`src/rtl/sample_frame_sequencer.sv`:
```
// Frame sequencer: loads NCH input samples into DSP data memory, pulses the DSP program start,
// then reads NCH results back and streams them out under a valid/ready handshake.
`timescale 1ns / 1ps
module sample_frame_sequencer #(
  parameter int unsigned    DAW        = 10,
  parameter int unsigned    DWW        = 36,
  parameter int unsigned    NCH        = 8,
  parameter logic [DAW-1:0] IN_BASE    = DAW'(10'h000),
  parameter logic [DAW-1:0] OUT_BASE   = DAW'(10'h080),
  parameter int unsigned    RUN_CYCLES = 516
) (
  input  logic           clk,
  input  logic           reset_n,
  input  logic           in_valid,
  input  logic [23:0]    in_data,
  output logic           in_ready,
  output logic           out_valid,
  output logic [23:0]    out_data,
  input  logic           out_ready,
  output logic           mem_we,
  output logic [DAW-1:0] mem_waddr,
  output logic [DWW-1:0] mem_wdata,
  output logic [DAW-1:0] mem_raddr,
  input  logic [DWW-1:0] mem_rdata,
  output logic           dsp_start,
  output logic           busy
);

  localparam int unsigned CW  = (NCH > 1) ? $clog2(NCH) : 1;
  localparam int unsigned RCW = (RUN_CYCLES > 1) ? $clog2(RUN_CYCLES) : 1;

  typedef enum logic [2:0] {
    StLoad,
    StStart,
    StRun,
    StRdAddr,
    StRdCap,
    StPresent
  } state_e;

  state_e           state_q;
  logic [CW-1:0]    i_q;
  logic [CW-1:0]    j_q;
  logic [RCW-1:0]   cnt_q;
  logic             mem_we_q;
  logic [DAW-1:0]   mem_waddr_q;
  logic [DWW-1:0]   mem_wdata_q;
  logic [DAW-1:0]   mem_raddr_q;
  logic             dsp_start_q;
  logic             out_valid_q;
  logic [23:0]      out_data_q;

  logic [DWW-1:0]   in_conv;
  logic [23:0]      out_conv;
  logic             rd_in_range;

  // Q0.23 -> Q5.30: sign-extend by five bits, pad seven fraction bits.
  // Q5.30 -> Q0.23: truncate when the integer bits are pure sign, otherwise saturate.
  always_comb begin
    in_conv     = {{(DWW-31){in_data[23]}}, in_data, 7'b0};
    rd_in_range = (mem_rdata[DWW-1:DWW-6] == {6{mem_rdata[DWW-1]}});
    if (rd_in_range) begin
      out_conv = mem_rdata[DWW-6:DWW-29];
    end else begin
      out_conv = mem_rdata[DWW-1] ? 24'h800000 : 24'h7FFFFF;
    end
  end

  logic unused_rdata_lsbs;
  assign unused_rdata_lsbs = ^mem_rdata[DWW-30:0];

  always_ff @(posedge clk or negedge reset_n) begin
    if (!reset_n) begin
      state_q     <= StLoad;
      i_q         <= '0;
      j_q         <= '0;
      cnt_q       <= '0;
      mem_we_q    <= 1'b0;
      mem_waddr_q <= IN_BASE;
      mem_wdata_q <= '0;
      mem_raddr_q <= OUT_BASE;
      dsp_start_q <= 1'b0;
      out_valid_q <= 1'b0;
      out_data_q  <= '0;
    end else begin
      mem_we_q    <= 1'b0;
      dsp_start_q <= 1'b0;
      unique case (state_q)
        StLoad: begin
          if (in_valid) begin
            mem_we_q    <= 1'b1;
            mem_waddr_q <= IN_BASE + DAW'(i_q);
            mem_wdata_q <= in_conv;
            if (i_q == CW'(NCH - 1)) begin
              i_q         <= '0;
              dsp_start_q <= 1'b1;
              state_q     <= StStart;
            end else begin
              i_q <= i_q + CW'(1);
            end
          end
        end
        StStart: begin
          cnt_q   <= '0;
          state_q <= StRun;
        end
        StRun: begin
          if (cnt_q == RCW'(RUN_CYCLES - 1)) begin
            mem_raddr_q <= OUT_BASE + DAW'(j_q);
            state_q     <= StRdAddr;
          end else begin
            cnt_q <= cnt_q + RCW'(1);
          end
        end
        StRdAddr: begin
          state_q <= StRdCap;
        end
        StRdCap: begin
          out_data_q  <= out_conv;
          out_valid_q <= 1'b1;
          state_q     <= StPresent;
        end
        StPresent: begin
          if (out_ready) begin
            out_valid_q <= 1'b0;
            if (j_q == CW'(NCH - 1)) begin
              j_q     <= '0;
              state_q <= StLoad;
            end else begin
              j_q         <= j_q + CW'(1);
              mem_raddr_q <= OUT_BASE + DAW'(j_q + CW'(1));
              state_q     <= StRdAddr;
            end
          end
        end
        default: state_q <= StLoad;
      endcase
    end
  end

  assign in_ready  = (state_q == StLoad);
  assign busy      = (state_q != StLoad);
  assign mem_we    = mem_we_q;
  assign mem_waddr = mem_waddr_q;
  assign mem_wdata = mem_wdata_q;
  assign mem_raddr = mem_raddr_q;
  assign dsp_start = dsp_start_q;
  assign out_valid = out_valid_q;
  assign out_data  = out_data_q;

endmodule
```
`config.mk`:
```
export PLATFORM = sky130hd
export DESIGN_NAME = sample_frame_sequencer
export DESIGN_NICKNAME = d
export VERILOG_FILES = /design/src/rtl/sample_frame_sequencer.sv
export SDC_FILE = /design/constraint.sdc
export NUM_CORES = 1
export LEC_CHECK = 0
export ABC_AREA = 1
export CORE_MARGIN = 5
export CORE_UTILIZATION = 45
export CTS_BUF_LIST = sky130_fd_sc_hd__clkbuf_16
export DETAILED_ROUTE_END_ITERATION = 12
export PLACE_DENSITY = 0.84
export SKIP_LAST_GASP = 1
export SLEW_MARGIN = 10
export SYNTH_ARGS = -nofsm -noshare
export SYNTH_HDL_FRONTEND = slang
export SYNTH_SLANG_ARGS = --single-unit
```
`constraint.sdc`:
```
create_clock -name clk -period 3.12 [get_ports clk]
set_input_delay 0.312 -clock clk [delete_from_list [all_inputs] [get_ports clk]]
set_output_delay 0.312 -clock clk [all_outputs]
set_load 0.02 [all_outputs]
```
After elaboration in Yosys (flattened, before gate mapping)
Index checks and enable logic that the tools add are counted.
{"block": "op_classes", "add_sub_neg": 6, "eq_ne": 15, "n_mux": 23, "reduce_logical": 11}
{"cell": "24-bit 2-to-1 mux", "n": 2}
{"cell": "10-bit 2-to-1 mux", "n": 4}
{"cell": "10-bit one-hot mux with 2 select lines", "n": 2}
{"cell": "3-bit 2-to-1 mux", "n": 6}
{"cell": "3-bit one-hot mux with 6 select lines", "n": 1}
{"cell": "3-bit equality test, second input constant", "n": 4}
{"cell": "10-bit by 1-bit adder with 10-bit output, second input constant", "n": 1}
{"cell": "10-bit equality test, second input constant", "n": 1}
{"cell": "2-bit != test, second input constant", "n": 5}
{"cell": "8-bit by 3-bit adder with 9-bit output, first input constant", "n": 1}
{"cell": "8-bit by 4-bit adder with 9-bit output, first input constant", "n": 1}
{"cell": "2-bit AND reduction", "n": 4}
{"cell": "4-bit AND reduction", "n": 2}
{"cell": "3-bit by 1-bit adder with 3-bit output, second input constant", "n": 2}
{"cell": "3-bit by 2-bit equality test with 1-bit output, second input constant", "n": 2}
{"cell": "1-bit 2-to-1 mux", "n": 6}
{"cell": "2-bit nonzero test", "n": 3}
{"cell": "5-bit equality test", "n": 1}
{"cell": "3-bit by 1-bit adder with 4-bit output, second input constant", "n": 1}
{"cell": "3-bit by 1-bit equality test with 1-bit output, second input constant", "n": 1}
{"cell": "3-bit zero test", "n": 1}
{"cell": "3-bit nonzero test", "n": 1}
{"cell": "2-bit 2-to-1 mux", "n": 1}
{"cell": "2-bit by 1-bit != test with 1-bit output, second input constant", "n": 1}
{"cell": "1-bit one-hot mux with 2 select lines", "n": 1}
{"block": "totals", "ff_bits": 83, "in_bits": 64, "output_inout_bits": 85}

Logic depth before layout (Yosys ltp)
{"block": "depth", "depth_word": 5, "mapped_depth": 9}

Least setup slack after synthesis
OpenSTA, ideal clock, no wires.
{"block": "synth_path", "path_type": "register to register", "from": "reg j_q[0]", "to": "reg mem_raddr_q[0] (netlist: mem_raddr[0])", "setup_ns": 0.119, "arrival_ns": 1.307, "required_time_ns": 3.001, "setup_slack_ns": 1.694, "stages_incl_launch_ff": 9, "period_less_slack_ns": 1.426, "cell_sequence": "dfrtp_1 ha_1 ha_1 inv_1 nand4_1 nand2_2 nand3_1 nand2_1 nand2_1"}
{"block": "synth_between", "elab_chain_cells": 5, "elab_cells_between_ends": 10}
{"item": "start: declaration", "line": "43", "source": "logic [CW-1:0] j_q;"}
{"item": "start signal: assignment", "line": "130", "source": "j_q <= j_q + CW'(1);"}
{"item": "3-bit by 1-bit adder with 4-bit output", "line": "131", "source": "mem_raddr_q <= OUT_BASE + DAW'(j_q + CW'(1));"}
{"item": "8-bit by 4-bit adder with 9-bit output", "line": "131"}
{"item": "10-bit 2-to-1 mux", "line": "126", "source": "if (j_q == CW'(NCH - 1)) begin"}
{"item": "10-bit 2-to-1 mux", "line": "124", "source": "if (out_ready) begin"}
{"item": "10-bit one-hot mux with 2 select lines", "line": "88", "source": "unique case (state_q)"}
{"item": "end signal: assignment", "line": "109", "source": "mem_raddr_q <= OUT_BASE + DAW'(j_q);"}
{"item": "end signal: assignment", "line": "131"}
{"item": "end: declaration", "line": "48", "source": "logic [DAW-1:0] mem_raddr_q;"}
Parallel ways exist; a longest one is shown, timed or not. The select of a mux whose other input is x is not followed.
A chain may end at the register's enable or synchronous reset.

Worst setup path after layout
{"block": "layout_path", "from": "reg state_q[0]", "to": "out in_ready"}
{"block": "layout_between", "elab_chain_cells": 1}
{"item": "start: declaration", "line": "41", "source": "state_e state_q;"}
{"item": "start signal: assignment", "line": "74", "source": "state_q <= StLoad;"}
{"item": "start signal: assignment", "line": "97", "source": "state_q <= StStart;"}
{"item": "start signal: assignment", "line": "105", "source": "state_q <= StRun;"}
{"item": "3-bit zero test", "line": "141", "source": "assign in_ready = (state_q == StLoad);"}
{"item": "end: declaration", "line": "16", "source": "output logic in_ready,"}
Every way passes these cells.

==> metrics.md <==
| Metric | Value |
|---|---|
| Status | `completed` |
| Drc violations | `0` |
| Worst reg-to-reg setup slack | `1.30 ns` |
| Setup CP Type | `reg2out` |
| Largest net degree at the start of global routing | `78` |
| Peak supply drop | `0.563 mV` |
| Switching pwr | `2040 uW` |
| Hold slack | `0.129 ns` |
| Worst path required time | `2.81 ns` |
| R2R depth | `7` |
| Antenna violations before repair | `0` |
| Via/cell ratio | `4.77` |
| Routed via count | `3070` |
| Leak | `0.00233 uW` |
| CTS Root Cell | `clkbuf_16` |
| Vias in the first global route | `3126` |
| Headroom to the max-slew limit | `36.6%` |
| Max-slew violation count | `0` |
| DP HPWL | `6320 um` |
| Crit path capture type | `output port` |
| Area growth from synthesis to layout | `41.3%` |
| EDFF count, synth | `0` |
| Register area | `1930 um2` |
| Multi-input logic area | `1360 um2` |
| Register area share after synthesis | `53.8%` |
| Synth warnings | `0` |
| TritonCTS clock tree | `yes` |
| Max Clock Skew | `0.00616 ns` |
| Worst EP arrival | `1.82 ns` |
| Post-Syn Area | `3580 um2` |
| Fin crit period | `2.13 ns` |
| DRT iter0 DRCs | `131` |
| Distinct cells, synth | `26` |
| Ys async rst share | `100%` |
| Critical R2R Capture | `i_q[0]` |
| Hold-fix buffers at CTS | `0` |
| Unrepaired setup endpoints after global routing | `false` |
| Internal | `3180 uW` |
| Starting density of the core | `46.4%` |
| Worst Tran Pin Value | `0.950 ns` |
| Cell Rows | `32` |
| H-tree depth | `3` |
| Synthesized instance count | `423` |
| Die height | `99.3 um` |
| Setup_tns | `0 ns` |
| Synthesis-stage register bit count | `77` |
| Final net count | `606` |
| Seq pwr share | `32.8%` |
| R2r startpoint | `state_q[0]` |
| Longest Clk Path Bufs | `2` |
| Core area | `7730 um2` |
| CTS resizes | `0` |
| Crit-path slowest cell | `clkdlybuf4s50_1` |
| Sink Count | `77` |
| Gr usage total | `17.9%` |
| Cell Chain, Critical Path | `nor2_4 -> nand2_2 -> inv_2 -> clkdlybuf4s50_1` |
| Final setup violation count | `0` |
| # IOs | `149` |
| WP buf/inv | `2` |
| Delay-heaviest family, CP | `buffers and inverters` |
| Fillers | `627` |
| GRT Residual Overflow | `0` |
| Die width | `99.3 um` |
| 1st-pass router iterations | `4` |
| N_diodes | `0` |
| Maxcap violations | `0` |
| CP max stage delay | `0.60 ns` |
| Final design instance area without fill | `5060 um2` |
| Synthesized area per cell | `8.47 um2` |
| Critical Path Start Type | `flop` |
| Clock power share | `21.1%` |
| Ratio of total power to cell area | `1030 nW/um2` |
| Final estimated routing congestion in global placement | `0.871` |
| Peak Freq | `468 MHz` |
| PortBufs | `121` |
| Comb power frac | `46.0%` |
| First-pass GRT wire length | `14300 um` |
| Most used DFF post-synth | `dfrtp_1` |
| WL/cell | `13.4 um` |
| Routed wire length | `8600 um` |
| Worst skew pair latency | `0.33 ns` |
| Fin crit share | `68.4%` |
| Sw Share | `39.1%` |
| Post-CTS setup buffer count | `0` |
| Die outline area | `9850 um2` |
| Hold Path Class | `in2async` |
| Post-route ant nets | `0` |
| CTS Buf Count | `9` |
| Fin. Hold Viols | `0` |
| Clock-pin slew on the worst setup and hold paths | `0.06 ns` |
| Placement Cell Area | `4750 um2` |
| Crit Path Max Fanout | `8` |
| Share of cells above drive strength 1 | `7.75%` |
-- cell usage in the layout, fill, tap and decap left out, types with 2 or more instances in the layout --
cell,n
a21oi_1,23
clkbuf_16,9
nand4_1,11
nand2_1,142
xor2_1,3
nor2_4,3
clkinvlp_4,2
nor2_1,38
o31ai_1,2
clkdlybuf4s50_1,120
inv_2,13
bufinv_16,2
o22ai_1,2
nand2_2,5
dfrtp_1,77
o21ai_0,6
buf_4,4
o21ai_1,13
nand3_1,18
ha_1,5
inv_1,16
conb_1,20
-- cell type report --
class | instances | area share [%]
clock buffer | 9 | 4.45
clock inverter | 7 | 1.80
inverter | 27 | 2.00
multi-input combinational | 298 | 26.9
sequential | 77 | 38.0
tap | 102 | 2.52
timing repair buffer | 124 | 24.3
-- power groups by stage --
| stage | Sequential, uW | Clock, uW | Combinational [uW] |
|---|---|---|---|
| 6_report | 1710 | 1100 | 2400 |
| 5_1_grt | 1780 | 1170 | 2620 |
| 4_1_cts | 1710 | 1110 | 2440 |
| 3_5_place_dp | 1720 | 0 | 2430 |
| 3_3_place_gp | 1700 | 0 | 2370 |
| 2_1_floorplan | 2110 | 0 | 979 |
-- flip-flops by register name (all words and copies together), names as in the netlist --
signal,flops
i_q,3
mem_raddr,4
dsp_start,1
cnt_q,10
out_data,24
state_q,3
mem_waddr,3
mem_we,1
out_valid,1
j_q,3
mem_wdata,24
-- logic make-up after synthesis --
family | after synthesis | synth area share (%)
muxes | 1 | 0.279
AOI/OAI and AO/OA | 48 | 7.09
adders and majority gates | 5 | 1.75
xor gates and xnor gates | 3 | 0.733
buffers and inverters | 66 | 10.2
other | 2 | 0.210
and+or+nand+nor | 221 | 26.0
DFF | 77 | 53.8
-- per-layer routing --
layer,global-route usage [%],part of all wire [%]
met5,0,0
met4,5.36,1.0
met3,7.08,9.8
met2,30.4,49
met1,20.9,40
-- Yosys cell counts, types with 2 or more instances --
| cell type | number | area [um2] |
|---|---|---|
| a21oi_1 | 23 | 115 |
| buf_2 | 12 | 60.1 |
| buf_4 | 27 | 203 |
| conb_1 | 2 | 7.51 |
| dfrtp_1 | 77 | 1930 |
| ha_1 | 5 | 62.6 |
| inv_1 | 14 | 52.6 |
| inv_2 | 13 | 48.8 |
| nand2_1 | 142 | 533 |
| nand2_2 | 5 | 31.3 |
| nand3_1 | 18 | 90.1 |
| nand4_1 | 11 | 68.8 |
| nor2_1 | 38 | 143 |
| nor2_4 | 3 | 33.8 |
| o21ai_0 | 6 | 30.0 |
| o21ai_1 | 13 | 65.1 |
| o22ai_1 | 2 | 12.5 |
| o31ai_1 | 2 | 15.0 |
| xor2_1 | 3 | 26.3 |
-- metrics by stage --
step	power (uW)	std cells	setup WS (ns)	utilization, %
final	5220	644	0.985	65.5
after global routing	5570	644	0.910	65.5
after CTS	5270	644	0.981	65.5
after detailed placement	4160	628	1.06	61.4
after global placement	4060	628	1.13	61.4
after floorplan	3090	441	1.69	-
-- worst max path at each step --
stage | start | to | slack, ns | cells after the start
after floorplan | j_q[0] | mem_raddr[0] | 1.69 | 8
after global placement | mem_rdata[34] | out_data[16] | 1.13 | 6
after detailed placement | mem_rdata[33] | out_data[13] | 1.06 | 6
after CTS | state_q[0] | in_ready | 0.98 | 4
after global routing | state_q[0] | in_ready | 0.91 | 4
final | state_q[0] | in_ready | 0.99 | 4
Power figures use the tool's default switching activity.
